[config.mk]
export PLATFORM = sky130hd
export DESIGN_NAME = mem_port_b_dma
export DESIGN_NICKNAME = d
export VERILOG_FILES = /design/src/rtl/mem_pkg.sv /design/src/rtl/mem_port_b_dma.sv
export SDC_FILE = /design/constraint.sdc
export NUM_CORES = 1
export LEC_CHECK = 0
export CAP_MARGIN = 15
export CORE_MARGIN = 1
export CORE_UTILIZATION = 40
export CTS_CLUSTER_SIZE = 25
export DETAILED_ROUTE_END_ITERATION = 12
export PLACE_DENSITY = 0.73
export SYNTH_ARGS = -nofsm -noshare
export SYNTH_HDL_FRONTEND = slang
export SYNTH_SLANG_ARGS = --single-unit
[constraint.sdc]
create_clock -name clk -period 2.8 [get_ports clk]
set_clock_uncertainty 0.1 [all_clocks]
set_input_delay 0.7 -clock clk [delete_from_list [all_inputs] [get_ports clk]]
set_output_delay 0.7 -clock clk [all_outputs]
set_load 0.02 [all_outputs]
[src/rtl/mem_pkg.sv]
`default_nettype none
// ============================================================================
//  Module   : mem_pkg
//  Purpose  : Shared definitions for the dual-port memory subsystem: memory
//             word/address widths (shared with mem_cpu), the port-B DMA
//             state encoding and the DMA command direction codes.
//  Ports    : none (package)
//  Revision : 1.0 - initial release
// ============================================================================
package mem_pkg;

  localparam int DATA_W = 16;
  localparam int ADDR_W = 16;

  // Command direction codes carried on cmd_write.
  localparam logic CMD_LOAD = 1'b1;  // host -> memory
  localparam logic CMD_DUMP = 1'b0;  // memory -> host

  typedef enum logic [2:0] {
    IDLE    = 3'd0,
    WRITE   = 3'd1,
    RD_ADDR = 3'd2,
    RD_WAIT = 3'd3,
    RD_HOLD = 3'd4,
    FINISH  = 3'd5
  } dma_state_t;

endpackage : mem_pkg
`default_nettype wire

[src/rtl/mem_port_b_dma.sv]
`default_nettype none
// ============================================================================
//  Module   : mem_port_b_dma
//  Purpose  : Host-side DMA engine owning port B of the shared dual-port
//             memory. Loads a burst of words into memory (host->mem) or
//             dumps a burst out of memory (mem->host) under a command plus
//             valid/ready data streams.
//  Ports    :
//    clk        in   system clock, rising edge
//    reset      in   asynchronous active-low reset
//    cmd_*      in   command: valid, write(1=load/0=dump), addr, len
//    cmd_ready  out  high only while idle
//    wr_*            load data stream (valid/ready/data)
//    rd_*            dump data stream (valid/ready/data)
//    busy       out  high whenever a burst is in progress
//    done       out  one-cycle pulse at burst end
//    address_b, data_b, wren_b  out  registered memory port B controls
//    q_b        in   memory port B read data, valid 1 clk after address_b
//  Revision : 1.0 - initial release
// ============================================================================
module mem_port_b_dma #(
  parameter int DATA_W = mem_pkg::DATA_W,
  parameter int ADDR_W = mem_pkg::ADDR_W,
  parameter int LEN_W  = 16
) (
  input  logic              clk,
  input  logic              reset,
  input  logic              cmd_valid,
  output logic              cmd_ready,
  input  logic              cmd_write,
  input  logic [ADDR_W-1:0] cmd_addr,
  input  logic [LEN_W-1:0]  cmd_len,
  input  logic              wr_valid,
  output logic              wr_ready,
  input  logic [DATA_W-1:0] wr_data,
  output logic              rd_valid,
  input  logic              rd_ready,
  output logic [DATA_W-1:0] rd_data,
  output logic              busy,
  output logic              done,
  output logic [ADDR_W-1:0] address_b,
  output logic [DATA_W-1:0] data_b,
  output logic              wren_b,
  input  logic [DATA_W-1:0] q_b
);

  import mem_pkg::*;

  dma_state_t        state;
  logic [ADDR_W-1:0] ptr;        // next memory address of the burst
  logic [LEN_W-1:0]  remaining;  // words still to transfer

  // Every output is a register; the async reset therefore clears wren_b,
  // busy and rd_valid the instant reset falls, aborting any burst.
  always_ff @(posedge clk or negedge reset) begin
    if (!reset) begin
      state     <= IDLE;
      ptr       <= '0;
      remaining <= '0;
      cmd_ready <= 1'b1;
      busy      <= 1'b0;
      wr_ready  <= 1'b0;
      rd_valid  <= 1'b0;
      rd_data   <= '0;
      done      <= 1'b0;
      address_b <= '0;
      data_b    <= '0;
      wren_b    <= 1'b0;
    end else begin
      // Single-cycle strobes default low.
      done   <= 1'b0;
      wren_b <= 1'b0;

      unique case (state)
        IDLE: begin
          if (cmd_valid) begin
            ptr       <= cmd_addr;
            remaining <= cmd_len;
            cmd_ready <= 1'b0;
            busy      <= 1'b1;
            if (cmd_len == '0) begin
              state <= FINISH;
              done  <= 1'b1;
            end else if (cmd_write == CMD_LOAD) begin
              state    <= WRITE;
              wr_ready <= 1'b1;
            end else begin
              // Address is registered on entry so it is already on the
              // port during RD_ADDR and q_b is valid during RD_WAIT.
              state     <= RD_ADDR;
              address_b <= cmd_addr;
            end
          end
        end

        WRITE: begin
          if (wr_valid && wr_ready) begin
            address_b <= ptr;
            data_b    <= wr_data;
            wren_b    <= 1'b1;
            ptr       <= ptr + 1'b1;
            remaining <= remaining - 1'b1;
            // Last word: its wren_b cycle is also the FINISH/done cycle.
            if (remaining == LEN_W'(1)) begin
              state    <= FINISH;
              done     <= 1'b1;
              wr_ready <= 1'b0;
            end
          end
        end

        RD_ADDR: begin
          state <= RD_WAIT;
        end

        RD_WAIT: begin
          rd_data  <= q_b;
          rd_valid <= 1'b1;
          state    <= RD_HOLD;
        end

        RD_HOLD: begin
          // rd_data is not touched here, so it stays stable while stalled.
          if (rd_ready) begin
            rd_valid  <= 1'b0;
            ptr       <= ptr + 1'b1;
            remaining <= remaining - 1'b1;
            if (remaining == LEN_W'(1)) begin
              state <= FINISH;
              done  <= 1'b1;
            end else begin
              state     <= RD_ADDR;
              address_b <= ptr + 1'b1;
            end
          end
        end

        FINISH: begin
          state     <= IDLE;
          cmd_ready <= 1'b1;
          busy      <= 1'b0;
        end

        default: begin
          state     <= IDLE;
          cmd_ready <= 1'b1;
          busy      <= 1'b0;
          wr_ready  <= 1'b0;
          rd_valid  <= 1'b0;
        end
      endcase
    end
  end

endmodule : mem_port_b_dma
`default_nettype wire

## After elaboration in Yosys (flattened, before gate mapping)

Cells that the tools add are included.

- Flip-flop bits (word level): 89
- Input port bits: 70

- Add/sub/neg operators: 2
- Equal/unequal tests: 14
- Multiplexer cells: 43
- Bitwise logic cells: 3
- Reduce and logical (&&, ||, !) cells: 14

Operator list:

| operator | number |
|---|---|
| 16-bit two-way mux | 12 |
| 16-bit case mux with 3 select lines | 3 |
| 3-bit two-way mux | 6 |
| 16-bit by 1-bit adder with 16-bit output, second input constant | 1 |
| 16-bit by 1-bit equality test with 1-bit output, second input constant | 1 |
| 16-bit logical NOT | 1 |
| 2-bit != test, second input constant | 8 |
| 16-bit by 1-bit subtractor with 16-bit output, second input constant | 1 |
| 1-bit two-way mux | 15 |
| 3-bit case mux with 5 select lines | 1 |
| 4-bit OR reduction | 3 |
| 1-bit case mux with 3 select lines | 3 |
| 4-bit AND reduction | 2 |
| 7-bit AND reduction | 1 |
| 3-bit by 2-bit equality test with 1-bit output, second input constant | 2 |
| 3-bit equality test, second input constant | 2 |
| 2-bit AND reduction | 3 |
| 6-bit AND reduction | 1 |
| 1-bit case mux with 2 select lines | 2 |
| 3-bit by 1-bit equality test with 1-bit output, second input constant | 1 |
| 3-bit logical NOT | 1 |
| 1-bit NOT | 3 |
| 3-bit nonzero test | 1 |
| 2-bit two-way mux | 1 |
| 1-bit logical AND | 1 |

## Longest topological paths before layout

Gate-level depths: netlist of run 1.

- Depth in word-level cells: 4
- Mapped depth: 8
- Depth with buffers taken out: 7

## Worst setup path before layout of run 1

Ideal clock, no wire load.

- Kind: input-to-reg
- Start point: input port wr_valid
- End point: register address_b[2]
- Data arrival time: 2.279 ns
- Path slack: 0.295 ns
- Cell stages on the path: 7
- Buffers on the path: 2
- Cells stage by stage: nand3_1 -> and3_1 -> a211o_1 -> clkbuf_1 -> a221oi_4 -> buf_6 -> mux2_4

- Word-level cells in the longest chain between the ends: 3

RTL lines:

| element | RTL line | RTL |
|---|---|---|
| from (decl) | mem_port_b_dma.sv:33 | `input logic wr_valid,` |
| 1-bit logical AND | mem_port_b_dma.sv:97 | `if (wr_valid && wr_ready) begin` |
| 2-bit != test (no source line) | n/a |  |
| 7-bit AND reduction (no source line) | n/a |  |
| to (signal assigned) | mem_port_b_dma.sv:91 | `address_b <= cmd_addr;` |
| to (signal assigned) | mem_port_b_dma.sv:98 | `address_b <= ptr;` |
| to (signal assigned) | mem_port_b_dma.sv:133 | `address_b <= ptr + 1'b1;` |
| to (decl) | mem_port_b_dma.sv:41 | `output logic [ADDR_W-1:0] address_b,` |

Every way passes these cells.
A chain may end at the register's enable or synchronous reset.

## Worst setup path in the final report of run 1

- Start point: register state[0]
- End point: register remaining[15]

- Word-level cells in the longest chain between the ends: 3
- Elaborated cells on any way between the ends: 9

RTL lines:

| element | RTL line | RTL |
|---|---|---|
| from (decl) | mem_port_b_dma.sv:49 | `dma_state_t state;` |
| from (signal assigned) | mem_port_b_dma.sv:57 | `state <= IDLE;` |
| from (signal assigned) | mem_port_b_dma.sv:82 | `state <= FINISH;` |
| from (signal assigned) | mem_port_b_dma.sv:85 | `state <= WRITE;` |
| 3-bit by 1-bit equality test with 1-bit output (tied with other cells) | mem_port_b_dma.sv:74 | `unique case (state)` |
| 2-bit != test (no source line) or 3-bit nonzero test (tied branches) | n/a |  |
| 4-bit AND reduction (no source line) | n/a |  |
| to (signal assigned) | mem_port_b_dma.sv:78 | `remaining <= cmd_len;` |
| to (signal assigned) | mem_port_b_dma.sv:102 | `remaining <= remaining - 1'b1;` |
| to (signal assigned) | mem_port_b_dma.sv:127 | `remaining <= remaining - 1'b1;` |
| to (decl) | mem_port_b_dma.sv:51 | `logic [LEN_W-1:0] remaining;` |

Several ways; a longest one is shown, not always the timed one.

==> results.txt, run 1 <==
----------------------------------------------------
[Run status]
  Result of the run ... complete, but fails checks
  Violated checks ... design-rule violations

[Critical path]
  Critical path required time ... slightly below 3000 ps
  Worst r2r src ... state[0]$_DFFE_PN0P_
  Source of the critical timing path ... state[0]$_DFFE_PN0P_
  Critical path peak fanout ... 30
  Worst Path Class, Setup ... reg -> reg
  Critical path capture point type ... register
  Critical-path top delay cell ... sky130_fd_sc_hd__dfrtp_1
  Worst Path Buf+Inv ... 3
  Highest cell delay on the worst timing path ... between 500 and 600 ps
  Largest delay contributor family on the critical path ... buffers and inverters
  Arrival time of data at the critical path endpoint ... 2610 ps
  Startpoint class of the critical path ... register
  Most prevalent standard cell on the critical path ... sky130_fd_sc_hd__buf_4
  Critical path cell sequence ... buf_4, nor3b_1, buf_4, nor2_4, buf_4, nor2_1, a32oi_1, o21ai_0

[Yosys]
  Dominant combinational cell family by area after synthesis ... compound AO/OA/AOI/OAI gates
  Compound-cell area share of the yosys netlist ... 21.1%
  Netlist cell types ... 56
  XOR/XNOR Fraction of Synth Area ... less than 1%
  Per-instance average area after synthesis ... 9.94 sq um
  Post-synth net total ... 561
  Flops & latches, synth ... 89
  Sequential fraction of the synthesis area ... 46.0%
  Cell count after synthesis ... ~500
  Synth Cell Area ... between 4000 and 5000 sq um
  Most instantiated flip-flop cell in the synthesis netlist ... sky130_fd_sc_hd__dfrtp_1
  Post-synthesis share of cell area spent on and, or, nand and nor gates ... 14.8%
  Fraction of registers with async set or reset after synthesis ... 100%
  Number of synthesized flops with an enable pin ... 0
  Fraction of the mapped netlist area in adder cells ... 1.03%
  Post-synthesis mux area share ... 12.1%
  YS warnings ... 0

[Placed design]
  Final estimated routing congestion in global placement ... around 0.83
  Placed Cells ... 749
  Placed wire-length estimate ... ~9000 um
  Cell area after placement ... roughly 6400 sq um
  # port buffers ... 123

[Timing]
  Pins Over Slew Limit ... 0
  Highest achievable clock rate ... approximately 400 MHz
  Worst Max-Slew Pin Slew ... 677 ps
  Headroom to the max-slew limit ... 54.7%
  Setup violation total in the final timing report ... 0
  Final cycle utilization of the critical path ... ~90%
  Final Hold Vio Count ... 0
  Setup repair after global routing missed its margin ... false
  Tmin final ... roughly 2500 ps

[Global routing]
  Overall Global Routing Usage ... a little over a fifth
  Wire length of the first global-routing pass ... 21300 um
  Pin count of the biggest net entering global routing ... 39
  Overall overflow remaining after global route ... 0
  Antenna violations before repair ... 0
  Via count of the first global-routing pass ... between 4000 and 5000

[Drt]
  Post-Route WL ... 12900 um
  Number of DRC markers in iteration 0 ... 318
  Routed length per instance ... ~17 um
  DRC violations left ... 6
  Pre-antenna DRT Iters ... 10
  Vias/cell ... 5.84
  Vias ... 4470
  Residual antenna-violating net count after detailed routing ... 0

[Cells and area]
  Final standard cell count with taps included and fillers excluded ... 766
  Layout Cell Area excl Fill ... 6690 sq um
  P&R area growth vs syn ... 38.2%
  Share of cells above drive strength 1 ... between 10% and 20%
  Diodes inserted ... 0
  Final layout net count ... 692

[Clock network]
  Reg clk slew, reported paths ... approximately 70 ps
  CTS root buffer ... sky130_fd_sc_hd__clkbuf_16
  Num CTS Buffers ... 9
  Clock tree sinks ... 89
  Clock latency at the later pin of the worst-skew pair ... 340 ps
  Post-CTS sizing ... 0
  Clock tree from TritonCTS ... yes
  H-tree depth reported by CTS ... 3
  Maximum clock insertion buffer count ... 2

[Floorplanning]
  Initial cell density of the core ... 41.7%
  Ports placed on the boundary ... 124
  Core box area ... 11600 sq um
  Die Footprint ... 12500 sq um
  Die Wd ... 112 um
  Number of placement rows ... 39
  Overall die height ... about 110 um

[Power and ir drop]
  Design internal power ... 0.00481 W
  Portion of total power attributed to combinational logic ... about 56%
  PwrDens ... 1230 nW/um^2
  Switching Share ... 41.5%
  Clock group share of total power ... 13.9%
  IR Drop Worst-Case VDD ... 0.000564 V
  Part of the total power dissipated in sequential elements ... 30.0%
  Cell leakage power ... about 2.7 nW
  Net switching power of the design ... 0.00342 W

[Flow run]
  Total of max-cap violations ... 0

[Worst hold path]
  Class of the worst hold path ... in -> async

----------------------------------------------------
synthesized netlist by cell type (all sizes together), types with 6 or more instances:
cell	count	area (sq um)
dfrtp	88	2200
mux2	46	548
a21oi	40	200
o21ai	39	195
nor2	36	135
clkbuf	27	101
nand2	26	97.6
a22oi	17	128
nand3	17	85.1
nor4	13	96.3
inv	12	45.0
o2bb2ai	11	96.3
buf	10	57.6
nor3	9	45.0
or3	8	50.1
and3	6	37.5
worst paths after layout:
kind | end | slack, ps | cells past startpoint
hold / removal | ptr[13]$_DFFE_PN0P_ | 240 | 1
setup reg to reg | remaining[15]$_DFFE_PN0P_ | 300 | 8
hold reg to reg | data_b[7]$_DFFE_PN0P_ | 410 | 1
max in group asynchronous | cmd_ready$_DFFE_PN1P_ | 1690 | 2
min in group clk | data_b[7]$_DFFE_PN0P_ | 410 | 1
setup / recovery | remaining[15]$_DFFE_PN0P_ | 300 | 8
sequential cells by signal, summed over array words and instances (netlist names):
register / flops
rd_data: 16
address_b: 16
wren_b: 1
cmd_ready: 1
state: 3
ptr: 16
busy: 1
wr_ready: 1
done: 1
remaining: 16
rd_valid: 1
data_b: 16
final cells by class:
cell class / instances / area [sq um]
Clock buffer: 11 / 243
Clock inverter: 5 / 41.3
Fill cell: 1027 / 4920
Inverter: 12 / 45.0
Multi-Input combinational cell: 349 / 2420
Sequential cell: 89 / 2230
Tap cell: 143 / 179
Timing Repair Buffer: 157 / 1530
cell usage in the layout, fill, tap and decap left out, drive strengths merged, types with 11 or more instances in the layout:
cell / n
nor4: 13
o2bb2ai: 11
a21oi: 40
clkdlybuf4s50: 122
inv: 12
dfrtp: 88
nand2: 26
a22oi: 17
clkbuf: 11
nand3: 17
o21ai: 39
mux2: 46
nor2: 36
buf: 35
layer usage:
layer / GRT usage, % / vias to the layer above / part of all wire, %
met1: 27.6 / 2171 / 43
met4: 7.29 / 0 / 1.9
met3: 4.10 / 24 / 5.9
li1: - / 2093 / -
met5: 0 / - / 0
met2: 35.4 / 182 / 49
power by group through the flow:
| stage | clock [W] | combinational [W] | sequential, W |
|---|---|---|---|
| after floorplan | 0 | 0.00254 | 0.00278 |
| after global placement | 0 | 0.00444 | 0.00243 |
| after detailed placement | 0 | 0.00456 | 0.00248 |
| after CTS | 0.00117 | 0.00462 | 0.00246 |
| after global routing | 0.00122 | 0.00501 | 0.00256 |
| final | 0.00114 | 0.00462 | 0.00247 |
logic make-up (layout without fill, tap and decap cells):
logic type | Yosys count | count (layout)
buffers and inverters | 49 | 185
XOR/XNOR | 4 | 4
adder cells (fa/ha/maj) | 4 | 4
flip-flops | 89 | 89
multiplexers | 50 | 50
AND/OR/NAND/NOR | 137 | 137
AO/OA/AOI/OAI | 154 | 154
timing repair:
| item | 4_1_cts | 5_1_grt |
|---|---|---|
| endpoints found under the setup margin | 8 | 0 |
| setup buffers | 1 | 0 |
| hold buffers | 0 | 0 |
metrics by stage:
step	setup TNS (ps)	utilization, %	hold slack (ps)	power (W)	setup WS (ps)
2_1_floorplan	0	-	304	0.00532	295
3_3_place_gp	-5380	55.0	388	0.00687	-372
3_5_place_dp	-6040	55.0	395	0.00704	-414
4_1_cts	0	57.6	262	0.00824	324
5_1_grt	0	57.6	294	0.00880	110
6_report	0	57.6	243	0.00823	297
Power figures use the tool's default switching activity.
==> run 2: changes to the inputs <==
Settings changed: REMOVE_ABC_BUFFERS from default to 1.
==> run 2 against run 1 <==
Effect of this change: the flow still finishes with violations (design-rule violations); count of clock-buffer cells in the layout down 1; core utilization is 0.69 points lower; sequential power is essentially flat; cell area decreased by 1.2%; critical path depth down 1; first-iteration DRC count decreased by 16%; combinational power shrank 2%; final cell count down 1.6%; critical endpoint is now address_b[7]$_DFFE_PN0P_; largest cell class unchanged; largest power group unchanged.
==> results.txt, run 2 (synthesized netlist as in run 1, its figures left out) <==
----------------------------------------------------
[Timing]
  Tmin final ... 2560 ps (was 2500 ps)
  Final Hold Vio Count ... 0 (unchanged)
  Pins Over Slew Limit ... 0 (unchanged)
  Highest achievable clock rate ... 391 MHz (was 399 MHz)
  Setup repair after global routing missed its margin ... false (unchanged)
  Setup violation total in the final timing report ... 0 (unchanged)
  Worst Max-Slew Pin Slew ... 667 ps (was 677 ps)
  Final cycle utilization of the critical path ... 91.3% (was 89.4%)
  Headroom to the max-slew limit ... 55.1% (was 54.7%)

[Cells and area]
  P&R area growth vs syn ... 36.6% (was 38.2%)
  Layout fillers ... 1026 (was 1027)
  Layout Cell Area excl Fill ... 6610 sq um (was 6690 sq um)
  Post-layout util ... 56.9% (was 57.6%)
  Total area of multi-input combinational cells ... 2430 sq um (was 2420 sq um)
  Share of cells above drive strength 1 ... 16.0% (was 17.5%)
  Diodes inserted ... 0 (unchanged)
  Top library cells by usage in the layout, fill and taps aside ... sky130_fd_sc_hd__clkdlybuf4s50_1 (122), sky130_fd_sc_hd__dfrtp_1 (88), sky130_fd_sc_hd__a21oi_1 (40), sky130_fd_sc_hd__o21ai_0 (39), sky130_fd_sc_hd__mux2_2 (38) (unchanged)
  Final layout net count ... 682 (was 692)
  Register area ... 2230 sq um (unchanged)
  Most common cell after layout, fill and taps aside ... sky130_fd_sc_hd__clkdlybuf4s50_1 (unchanged)

[Global routing]
  Antenna violations before repair ... 0 (unchanged)
  Overall overflow remaining after global route ... 0 (unchanged)
  Wire length of the first global-routing pass ... 21800 um (was 21300 um)
  Overall Global Routing Usage ... 21.7% (was 21.2%)
  Pin count of the biggest net entering global routing ... 45 (was 39)
  Via count of the first global-routing pass ... 4395 (was 4379)

[Drt]
  Vias ... 4423 (was 4470)
  Post-Route WL ... 13000 um (was 12900 um)
  Routed length per instance ... 17.2 um (was 16.9 um)
  Number of DRC markers in iteration 0 ... 268 (was 318)
  Vias/cell ... 5.87 (was 5.84)
  DRC violations left ... 8 (was 6)
  Pre-antenna DRT Iters ... 9 (was 10)
  Residual antenna-violating net count after detailed routing ... 0 (unchanged)

[Run status]
  Violated checks ... design-rule violations (unchanged)
  Result of the run ... complete, but fails checks (unchanged)

[Floorplanning]
  Die Footprint ... 12500 sq um (unchanged)
  Overall die height ... 112 um (unchanged)
  Ports placed on the boundary ... 124 (unchanged)
  Core box area ... 11600 sq um (unchanged)
  Number of placement rows ... 39 (unchanged)
  Initial cell density of the core ... 41.7% (unchanged)
  Die Wd ... 112 um (unchanged)

[Clock network]
  Clock tree from TritonCTS ... yes (unchanged)
  Maximum clock insertion buffer count ... 2 (unchanged)
  Post-CTS sizing ... 0 (unchanged)
  Clock latency at the later pin of the worst-skew pair ... 340 ps (about the same)
  Clock tree sinks ... 89 (unchanged)
  H-tree depth reported by CTS ... 3 (unchanged)
  CTS root buffer ... sky130_fd_sc_hd__clkbuf_16 (unchanged)
  Num CTS Buffers ... 9 (unchanged)
  Count of buffers added by post-CTS timing repair for setup ... 0 (was 1)
  Reg clk slew, reported paths ... 60 ps (was 70 ps)
  Hold Buf Count CTS ... 0 (unchanged)

[Power and ir drop]
  PwrDens ... 1250 nW/um^2 (was 1230 nW/um^2)
  Cell leakage power ... 2.66 nW (was 2.70 nW)
  IR Drop Worst-Case VDD ... 0.000568 V (was 0.000564 V)

[Worst hold path]
  Class of the worst hold path ... in -> async (unchanged)

[Critical path]
  Critical-path top delay cell ... sky130_fd_sc_hd__or4b_2 (was sky130_fd_sc_hd__dfrtp_1)
  Critical path cell sequence ... inv_1, ha_1, or4b_2, nor4_4, a221oi_4, buf_12, mux2_4 (was buf_4, nor3b_1, buf_4, nor2_4, buf_4, nor2_1, a32oi_1, o21ai_0)
  Startpoint class of the critical path ... register (unchanged)
  Arrival time of data at the critical path endpoint ... 2680 ps (was 2610 ps)
  Critical path required time ... 2920 ps (was 2910 ps)
  Source of the critical timing path ... remaining[1]$_DFFE_PN0P_ (was state[0]$_DFFE_PN0P_)
  Worst Path Class, Setup ... reg -> reg (unchanged)
  Critical path capture point type ... register (unchanged)
  Largest delay contributor family on the critical path ... simple AND/OR/NAND/NOR gates (was buffers and inverters)
  Worst r2r src ... remaining[1]$_DFFE_PN0P_ (was state[0]$_DFFE_PN0P_)
  Worst Path Buf+Inv ... 2 (was 3)
  Highest cell delay on the worst timing path ... 630 ps (was 540 ps)
  Critical path peak fanout ... 16 (was 30)

[Placed design]
  Final estimated routing congestion in global placement ... 0.861 (was 0.834)
  Cell area after placement ... 6310 sq um (was 6390 sq um)
  Placed wire-length estimate ... 9160 um (about the same)
  # port buffers ... 123 (unchanged)

[Flow run]
  Total of max-cap violations ... 0 (unchanged)

----------------------------------------------------
-- run 2: changes by cell type in the layout (fill, tap and decap cells not counted), moves of 2 or more --
cell / previous run / this run
sky130_fd_sc_hd__bufinv_16: 0 / 2
sky130_fd_sc_hd__clkinv_2: 0 / 2
sky130_fd_sc_hd__buf_4: 31 / 23
sky130_fd_sc_hd__buf_12: 4 / 2
sky130_fd_sc_hd__clkinv_4: 3 / 0
sky130_fd_sc_hd__clkinvlp_4: 2 / 0
-- run 2: worst reg2reg max path, delay by kind of cell, from the launching register on --
family / cells / cell delay [ps]
AND/OR/NAND/NOR: 2 / 1030
adder cells (fa/ha/maj): 1 / 170
flip-flops: 1 / 370
AO/OA/AOI/OAI: 1 / 150
multiplexers: 1 / 300
buffers and inverters: 2 / 310
-- run 2: path summary, 6_finish.rpt --
check | end | slack, ps | cells after the start
max | address_b[7]$_DFFE_PN0P_ | 240 | 7
min | address_b[3]$_DFFE_PN0P_ | 150 | 1
max reg2reg | address_b[7]$_DFFE_PN0P_ | 240 | 7
min reg2reg | data_b[3]$_DFFE_PN0P_ | 400 | 1
max in group asynchronous | data_b[11]$_DFFE_PN0P_ | 1810 | 2
min in group clk | data_b[3]$_DFFE_PN0P_ | 400 | 1
-- run 2: power by group --
group | switching, W | leakage, nW | internal (W) | total, W
combinational | 0.00232 | 1.45 | 0.00219 | 0.00452
clock | 0.000474 | 0.148 | 0.000769 | 0.00124
sequential | 0.000570 | 1.06 | 0.00193 | 0.00250
-- run 2: per-layer routing --
metal | track usage, % | vias to the layer above | routed length [um]
li1 | - | 2073 | -
met1 | 27.7 | 2152 | 5330
met2 | 37.3 | 184 | 6650
met3 | 4.64 | 14 | 848
met4 | 5.87 | 0 | 141
met5 | 0 | - | 0
-- run 2: cell type report --
| cell class | count | share of cell area [%] |
|---|---|---|
| timing repair buffer | 147 | 21.7 |
| inverter | 12 | 0.681 |
| clock buffer | 10 | 3.46 |
| clock inverter | 4 | 1.06 |
| tap | 143 | 2.71 |
| sequential | 89 | 33.7 |
| multi-input combinational | 349 | 36.7 |
-- run 2: stage by stage --
stage	TNS (ps)	hold slack, ps	instances	setup WS (ps)	total power (W)
6_report	0	145	754	243	0.00826
5_1_grt	0	163	754	114	0.00884
4_1_cts	0	145	754	222	0.00831
3_5_place_dp	-122	393	740	-25.9	0.00702
3_3_place_gp	-69.1	386	740	-12.6	0.00683
2_1_floorplan	-22780	304	450	-701	0.00517
==> run 3: changes to the inputs <==
--- a/config.mk
+++ b/config.mk
@@ -8,8 +8,8 @@
 export CAP_MARGIN = 15
 export CORE_MARGIN = 1
-export CORE_UTILIZATION = 40
+export CORE_UTILIZATION = 50
 export CTS_CLUSTER_SIZE = 25
 export DETAILED_ROUTE_END_ITERATION = 12
-export PLACE_DENSITY = 0.73
+export PLACE_DENSITY = 0.87
 export REMOVE_ABC_BUFFERS = 1
 export SYNTH_ARGS = -nofsm -noshare
==> constraint.sdc (replaced) <==
create_clock -name clk -period 2.8 [get_ports clk]
set_clock_uncertainty 0.1 [all_clocks]
set_input_delay 0.42 -clock clk [delete_from_list [all_inputs] [get_ports clk]]
set_output_delay 0.42 -clock clk [all_outputs]
set_load 0.02 [all_outputs]
==> run 3 against run 2 <==
Effect of this change: the run now ends clean; sequential cell count unchanged; register-to-register slack improved by 50 ps; combinational power hardly changed; first-iteration DRC count down 1.5%; global-route usage rose by 5.1 points; critical path depth is the same; die area fell by 20%; cell area decreased by 2.0%; worst setup slack improved by 49 ps; maximum frequency is 2.0% higher; worst hold slack better by 270 ps; largest power group unchanged; highest routed layer unchanged.
==> results.txt, run 3 (synthesized netlist as in run 1, its figures left out) <==
----------------------------------------------------
[Run status]
  Result of the run ... finished clean (was complete, but fails checks)

[Critical path]
  Worst Path Buf+Inv ... 2 (unchanged)
  Arrival time of data at the critical path endpoint ... 2660 ps (was 2680 ps)
  Worst Path Class, Setup ... reg -> reg (unchanged)
  Critical path cell sequence ... inv_1, ha_1, or4b_2, nor4_4, a221oi_4, buf_12, mux2_4 (unchanged)
  Largest delay contributor family on the critical path ... simple AND/OR/NAND/NOR gates (unchanged)
  Critical-path top delay cell ... sky130_fd_sc_hd__or4b_2 (unchanged)
  Critical path peak fanout ... 16 (unchanged)
  Startpoint class of the critical path ... register (unchanged)
  Critical path required time ... 2950 ps (was 2920 ps)
  Critical path capture point type ... register (unchanged)
  Highest cell delay on the worst timing path ... 620 ps (was 630 ps)

[Power and ir drop]
  Cell leakage power ... 2.59 nW (was 2.66 nW)
  PwrDens ... 1240 nW/um^2 (was 1250 nW/um^2)
  Total power after layout ... 0.00803 W (was 0.00826 W)
  IR Drop Worst-Case VDD ... 0.000677 V (was 0.000568 V)

[Floorplanning]
  Die Wd ... 100 um (was 112 um)
  Number of placement rows ... 35 (was 39)
  Ports placed on the boundary ... 124 (unchanged)
  Overall die height ... 100 um (was 112 um)
  Initial cell density of the core ... 51.9% (was 41.7%)
  Die Footprint ... 10100 sq um (was 12500 sq um)
  Core box area ... 9330 sq um (was 11600 sq um)

[Global routing]
  Wire length of the first global-routing pass ... 21300 um (was 21800 um)
  Overall overflow remaining after global route ... 0 (unchanged)
  Pin count of the biggest net entering global routing ... 49 (was 45)
  Via count of the first global-routing pass ... 4307 (was 4395)
  Overall Global Routing Usage ... 26.8% (was 21.7%)
  Antenna violations before repair ... 0 (unchanged)

[Drt]
  Vias/cell ... 6.05 (was 5.87)
  Vias ... 4435 (was 4423)
  DRC violations left ... 0 (was 8)
  Routed length per instance ... 17.7 um (was 17.2 um)
  Number of DRC markers in iteration 0 ... 264 (was 268)
  Pre-antenna DRT Iters ... 5 (was 9)
  Post-Route WL ... 13000 um (about the same)
  Residual antenna-violating net count after detailed routing ... 0 (unchanged)

[Cells and area]
  Share of cells above drive strength 1 ... 15.1% (was 16.0%)
  Top library cells by usage in the layout, fill and taps aside ... sky130_fd_sc_hd__clkdlybuf4s50_1 (122), sky130_fd_sc_hd__dfrtp_1 (88), sky130_fd_sc_hd__a21oi_1 (40), sky130_fd_sc_hd__o21ai_0 (39), sky130_fd_sc_hd__mux2_2 (38) (unchanged)
  Final layout net count ... 673 (was 682)
  Layout Cell Area excl Fill ... 6480 sq um (was 6610 sq um)
  Most common cell after layout, fill and taps aside ... sky130_fd_sc_hd__clkdlybuf4s50_1 (unchanged)
  P&R area growth vs syn ... 33.8% (was 36.6%)
  Diodes inserted ... 0 (unchanged)

[Placed design]
  Final estimated routing congestion in global placement ... 0.922 (was 0.861)
  # port buffers ... 123 (unchanged)
  Placed wire-length estimate ... 8960 um (was 9160 um)
  Cell area after placement ... 6250 sq um (was 6310 sq um)
  Worst slack after detailed placement ... 131 ps (was -25.9 ps)

[Clock network]
  Reg clk slew, reported paths ... 100 ps (was 60 ps)
  CTS root buffer ... sky130_fd_sc_hd__clkbuf_8 (was sky130_fd_sc_hd__clkbuf_16)
  Post-CTS sizing ... 0 (unchanged)
  Clock tree from TritonCTS ... yes (unchanged)
  Clock latency at the later pin of the worst-skew pair ... 360 ps (was 340 ps)
  Maximum clock insertion buffer count ... 2 (unchanged)
  Hold Buf Count CTS ... 1 (was 0)
  Clock tree sinks ... 89 (unchanged)
  H-tree depth reported by CTS ... 3 (unchanged)
  Num CTS Buffers ... 9 (unchanged)
  Count of buffers added by post-CTS timing repair for setup ... 0 (unchanged)

[Timing]
  Final setup TNS ... 0 ps (unchanged)
  Tmin final ... 2510 ps (was 2560 ps)
  Headroom to the max-slew limit ... 45.8% (was 55.1%)
  Pins Over Slew Limit ... 0 (unchanged)
  Setup violation total in the final timing report ... 0 (unchanged)
  Final cycle utilization of the critical path ... 89.6% (was 91.3%)
  Worst setup margin ... 292 ps (was 243 ps)
  Final Hold Vio Count ... 0 (unchanged)
  Worst Max-Slew Pin Slew ... 811 ps (was 667 ps)
  Highest achievable clock rate ... 399 MHz (was 391 MHz)
  Setup repair after global routing missed its margin ... false (unchanged)

[Flow run]
  Total of max-cap violations ... 0 (unchanged)

[Worst hold path]
  Class of the worst hold path ... reg -> reg (was in -> async)

----------------------------------------------------
## run 3: cell types whose count changed in the layout (fill, tap and decap cells not counted)
cell,previous run,this run
sky130_fd_sc_hd__buf_4,23,11
sky130_fd_sc_hd__clkbuf_16,9,0
sky130_fd_sc_hd__clkbuf_8,0,9
sky130_fd_sc_hd__inv_6,0,3
sky130_fd_sc_hd__buf_12,2,4
sky130_fd_sc_hd__clkbuf_1,1,0
sky130_fd_sc_hd__clkinv_2,2,1
sky130_fd_sc_hd__clkinv_4,0,1
sky130_fd_sc_hd__dlygate4sd3_1,0,1
## run 3: through the flow
stage	instances	util, %	hold WS (ps)
5_1_grt	733	69.5	433
3_5_place_dp	716	67.0	350
6_report	733	69.5	413
3_3_place_gp	716	67.0	344
4_1_cts	733	69.5	416
2_1_floorplan	450	-	24.4
## run 3: cell type report
| type | instances | area [sq um] |
|---|---|---|
| Clock buffer | 9 | 124 |
| Clock inverter | 7 | 100 |
| Fill cell | 709 | 2850 |
| Inverter | 12 | 45.0 |
| Multi-Input combinational cell | 349 | 2430 |
| Sequential cell | 89 | 2230 |
| Tap cell | 129 | 161 |
| Timing Repair Buffer | 138 | 1390 |
## run 3: final timing paths
path	startpoint	endpoint	slack (ps)	depth (start not counted)
min in group asynchronous	reset	data_b[15]$_DFFE_PN0P_	470	2
max reg2reg	remaining[1]$_DFFE_PN0P_	address_b[2]$_DFFE_PN0P_	290	7
min	rd_data[7]$_DFFE_PN0P_	rd_data[7]$_DFFE_PN0P_	410	1
max	remaining[1]$_DFFE_PN0P_	address_b[2]$_DFFE_PN0P_	290	7
min reg2reg	rd_data[7]$_DFFE_PN0P_	rd_data[7]$_DFFE_PN0P_	410	1
max in group asynchronous	reset	cmd_ready$_DFFE_PN1P_	1420	3
## run 3: layer usage
metal	up-vias	track usage [%]	part of all wire (%)
met2	184	44.1	51
met5	-	0	0
met1	2181	35.0	40
li1	2041	-	-
met3	29	6.06	6.4
met4	0	9.14	2.1
## run 3: power breakdown
part / internal, W / switching [W] / total, W
clock: 0.000512 / 0.000494 / 0.00101
sequential: 0.00193 / 0.000578 / 0.00250
combinational: 0.00218 / 0.00233 / 0.00452
total: 0.00462 / 0.00341 / 0.00803
==> edit 1, RTL diff (config.mk and constraints of run 1) <==
`ADDR_W`: 16 -> 15.
--- a/src/rtl/mem_pkg.sv
+++ b/src/rtl/mem_pkg.sv
@@ -12,3 +12,3 @@
   localparam int DATA_W = 16;
-  localparam int ADDR_W = 16;
+  localparam int ADDR_W = 15;
 
Interface: changed (resized address_b and cmd_addr); port bits go from 124 to 122. No check against the original RTL was run, so the function may have changed too.
==> edit 1 against run 1 <==
  * Area after synthesis fell by 2.6%
  * Worst setup slack improved by 57 ps
  * First-iteration DRC count fell by 14%
  * Sequential cell count fell by 2
  * Sequential share of layout area rose by 0.41 points
  * Total power rose by 2.7%
  * Routed wire length fell by 2.4%
  * Cell area fell by 3.4%
  * Critical path type is now input port to flop
==> edit 1: results (changes against run 1) <==
Synth Warn # -> 0 (unchanged)
First-pass GRT wire length -> 21,260 um (-0.30%)
Synth top cells by count -> 86 x dfrtp_1, 39 x a21oi_1, 37 x mux2_2, 33 x o21ai_0, 32 x nand2_1
CP peak stage delay -> 490 ps (-50 ps)
Layout cell share with drive strength beyond 1 -> 16.67% (-0.83 points)
Met2 usage -> 37.31% (+1.9 points)
Detailed-route wire length per cell -> 17.14 um (+1.5%)
Diode count -> 0 (unchanged)
Slowest CP cell -> clkdlybuf4s50_1
Initial DRC count -> 274 (-14%)
Cell family with most CP delay -> buffers and inverters
Adder-Cell Fraction of Synth Area -> 1.061% (+0.028 points)
WP data arrival -> 2570 ps (-40 ps)
EDFF count, synth -> 0 (unchanged)
Top flop regs -> data_b (16), rd_data (16), remaining (16)
Sequential area share after synthesis -> 46.19% (+0.17 points)
XOR/XNOR share of the synthesized area -> 0.7429% (+0.019 points)
Root Buffer -> clkbuf_16
Area of placed instances -> 6163 um^2 (-3.5%)
Synth area leaders -> dfrtp_1 46%, mux2_2 8.8%, a21oi_1 4.1%
Vias in the first global route -> 4,264 (-2.6%)
Mux contribution to synthesized area -> 12.02% (-0.13 points)
Peak supply drop -> 740.4 uV (+31%)
HPWL after detailed placement -> 9028 um (-1.4%)
Nets -> 662 (-4.3%)
Routed vias/inst -> 5.727 (-1.9%)
Status -> completed
LEAKAGE -> 2.617 nW (-2.9%)
Largest net degree at the start of global routing -> 41 (+5.1%)
Postcts setup bufs -> 0 (-1)
GP Congestion -> 0.8599 (+3.1%)
DR pass1 iterations -> 4 (-6)
Slew HR -> 48.14% (-6.6 points)
Met1 Use GR -> 26.81% (-0.82 points)
Met3 usage -> 3.897% (-0.21 points)
Worst Path Max Fanout -> 15 (-50%)
Pre-CTS WS -> 13.89 ps (+427.9 ps)
Synth Area in Compound Gates -> 20.80% (-0.26 points)
Clk_lat worst skew -> 340 ps (about the same)
Distinct cells, synth -> 62 (+11%)
PortBufs -> 121 (-1.6%)
Syn Nets -> 539 (-3.9%)
Clk pin slew, worst setup/hold paths -> 60 ps
GR Util All Layers -> 21.38% (+0.19 points)
[edit 1: per-layer routing]
metal,up-vias,wire length (um)
li1,1994,-
met2,147,6441
met3,20,629
met4,0,184
met1,2060,5375
met5,-,0
[edit 1: worst paths after layout]
kind,slack [ps],cells past startpoint,startpoint,to
setup reg to reg,380,6,state[0],remaining[11]
hold / removal,250,1,reset,data_b[11]
hold reg to reg,400,1,rd_data[12],rd_data[12]
max in group asynchronous,1700,2,reset,rd_data[11]
min in group clk,400,1,rd_data[12],rd_data[12]
setup / recovery,350,7,wr_valid,address_b[7]
[edit 1: worst reg2reg max path, stage by stage, from the launching register on]
cell and delay, ps:
dfrtp_1 560, or3b_2 650, nand2_1 230, buf_4 320
nand2_1 100, o32ai_1 250, a21oi_1 100
[edit 1: kinds of logic (layout without fill, tap and decap cells)]
| kind of cell | after synthesis | count (layout) |
|---|---|---|
| xor gates and xnor gates | 4 | 4 |
| buffers and inverters | 46 | 174 |
| DFF | 87 | 87 |
| and+or+nand+nor | 131 | 131 |
| adders and majority gates | 4 | 4 |
| muxes | 48 | 48 |
| AOI/OAI and AO/OA | 146 | 146 |
[edit 1: per-stage QoR]
stage,power (mW),instances
3_5_place_dp,7.249,721
5_1_grt,9.030,737
3_3_place_gp,7.079,721
4_1_cts,8.486,737
6_report,8.450,737
2_1_floorplan,5.543,466
[edit 1: final cells by class]
cell class / instances / area (um^2)
repair buffers: 145 / 1414
flip-flops and latches: 87 / 2178
clock buffers: 10 / 239.0
fillers: 981 / 5005
inverters: 13 / 48.80
multi-input cells: 333 / 2344
clock inverters: 6 / 60.06
well taps: 143 / 178.9
[edit 1: power breakdown]
group	internal (mW)	switching (mW)	leakage [nW]
registers	1.92	0.583	1.03
logic	2.30	2.44	1.45
clock network	0.711	0.498	0.144
total	4.93	3.52	2.62
==> edit 2, RTL diff (settings of run 1) <==
Made on the original files. Re-encode `dma_state_t` (6 states) as one-hot, 6 bits wide.
--- a/src/rtl/mem_pkg.sv
+++ b/src/rtl/mem_pkg.sv
@@ -18,9 +18,9 @@
 
-  typedef enum logic [2:0] {
-    IDLE    = 3'd0,
-    WRITE   = 3'd1,
-    RD_ADDR = 3'd2,
-    RD_WAIT = 3'd3,
-    RD_HOLD = 3'd4,
-    FINISH  = 3'd5
+  typedef enum logic [5:0] {
+    IDLE    = 6'b000001,
+    WRITE   = 6'b000010,
+    RD_ADDR = 6'b000100,
+    RD_WAIT = 6'b001000,
+    RD_HOLD = 6'b010000,
+    FINISH  = 6'b100000
   } dma_state_t;
Function: same outputs for any inputs over 4 cycles, from zero or initial values and one cycle with reset low; so few cycles prove little.
==> edit 2 against run 1 <==
  * Routed wire length increased by 3.1%
  * Global-route usage increased by 0.83 points
  * Total power decreased by 3.0%
  * Count of clock-buffer cells in the layout increased by 1
  * Worst setup slack got worse by 4.8 ps
  * Area after synthesis increased by 2.4%
  * Cell area increased by 0.62%
  * Sequential cell count increased by 3
  * Die area increased by 2.3%
  * Critical path type unchanged
  * Largest power group unchanged
==> edit 2: results (changes against run 1) <==
R2R depth -> 6 (-2)
First-pass GRT wire length -> 22,250 um (+4.3%)
Vias in the first global route -> 4,561 (+4.2%)
Drt total wl -> 13,340 um (+3.1%)
Largest net degree at the start of global routing -> 59 (+51%)
WP data arrival -> 2620 ps (about the same)
Distinct cells, synth -> 63 (+13%)
Syn Nets -> 577 (+2.9%)
Cells after DPL -> 778 (+3.9%)
Vias -> 4,531 (+1.4%)
Critical Path Source -> ptr[0]
LEAKAGE -> 2.730 nW (+1.3%)
Synth area leaders -> dfrtp_1 45%, mux2_2 7.5%, o21ai_0 4.0%
Worst Path Max Fanout -> 7 (-77%)
Internal power -> 4.760 mW (-1.1%)
HPWL after detailed placement -> 9612 um (+4.9%)
DR pass1 iterations -> 5 (-5)
Post-route insts no fill -> 794 (+3.7%)
Initial DRC count -> 293 (-7.9%)
Peak supply drop -> 538.9 uV (-4.5%)
End point of the critical path -> address_b[12]
Sequential area share after synthesis -> 46.50% (+0.48 points)
GR Util All Layers -> 22.03% (+0.83 points)
Status -> completed
GP Congestion -> 0.8892 (+6.6%)
Postcts setup bufs -> 0 (-1)
Slew HR -> 55.57% (+0.83 points)
Avg Cell Area, Syn -> 9.833 um^2 (-1.1%)
Layout cell share with drive strength beyond 1 -> 13.10% (-4.4 points)
Pre-CTS WS -> -46.80 ps (+367.2 ps)
Nets -> 694 (+0.29%)
-- edit 2: changes by cell type after synthesis, sizes merged, moves of 4 or more --
cell	delta
a21oi	-4
a22oi	-8
and2	+4
and3	-4
clkbuf	+4
inv	+4
mux2	-5
nand2	+8
nand4	+5
nor2	-6
nor3	+5
o2bb2ai	-8
or3	-4
or3b	-4
-- edit 2: metal layers --
metal | share of wire (%) | global-route usage, % | vias to the layer above
li1 | - | - | 2123
met5 | 0 | 0 | -
met3 | 6.3 | 3.856 | 23
met2 | 51 | 36.97 | 177
met4 | 2.4 | 10.70 | 0
met1 | 41 | 27.51 | 2208
-- edit 2: metrics by stage --
step                cell area (um^2)  TNS (ps)  total power, mW
CTS                             6734         0            8.005
finish                          6734         0            7.981
global route                    6734         0            8.531
global placement                6415         0            6.492
floorplan                       4956         0            5.067
detailed placement              6415    -318.7            6.666
-- edit 2: cell families (layout without fill, tap and decap cells) --
group           Yosys count  in the layout  synth area share [%]
simple gates            150            150                 15.93
compound gates          149            149                 19.82
flops                    92             92                 46.50
buf+inv                  54            176                 4.620
mux                      48             48                 10.96
xor+xnor                  8              8                 1.414
fa+ha+maj                 3              3                0.7575
-- edit 2: how the worst min path moves through the flow --
stage	end	slack, ps	cells after the start
6_report	data_b[12]	70	1
5_1_grt	data_b[12]	60	1
4_1_cts	data_b[12]	60	1
3_5_place_dp	address_b[2]	380	1
3_3_place_gp	address_b[2]	370	1
2_1_floorplan	address_b[0]	300	0
-- edit 2: power groups by stage --
stage               Clock (mW)  Combinational [mW]  Sequential [mW]
CTS                       1.34                4.05             2.61
floorplan                    0                2.22             2.85
global route              1.40                4.41             2.72
global placement             0                3.92             2.57
finish                    1.32                4.04             2.62
detailed placement           0                4.04             2.62
-- edit 2: worst max-delay path, stage by stage (launching register included) --
cell and delay (ps):
dfrtp_1 470, ha_1 270, nand3_1 250, or4_1 600, xnor2_1 160, a222oi_1 380, mux2i_1 130
-- edit 2: final cells by class --
cell class / instances / area, um^2
tap: 168 / 210.2
clock buffer: 12 / 246.5
clock inverter: 4 / 72.57
timing repair buffer: 144 / 1411
multi-input combinational: 358 / 2429
sequential: 92 / 2305
inverter: 16 / 60.06
fill: 1063 / 5328
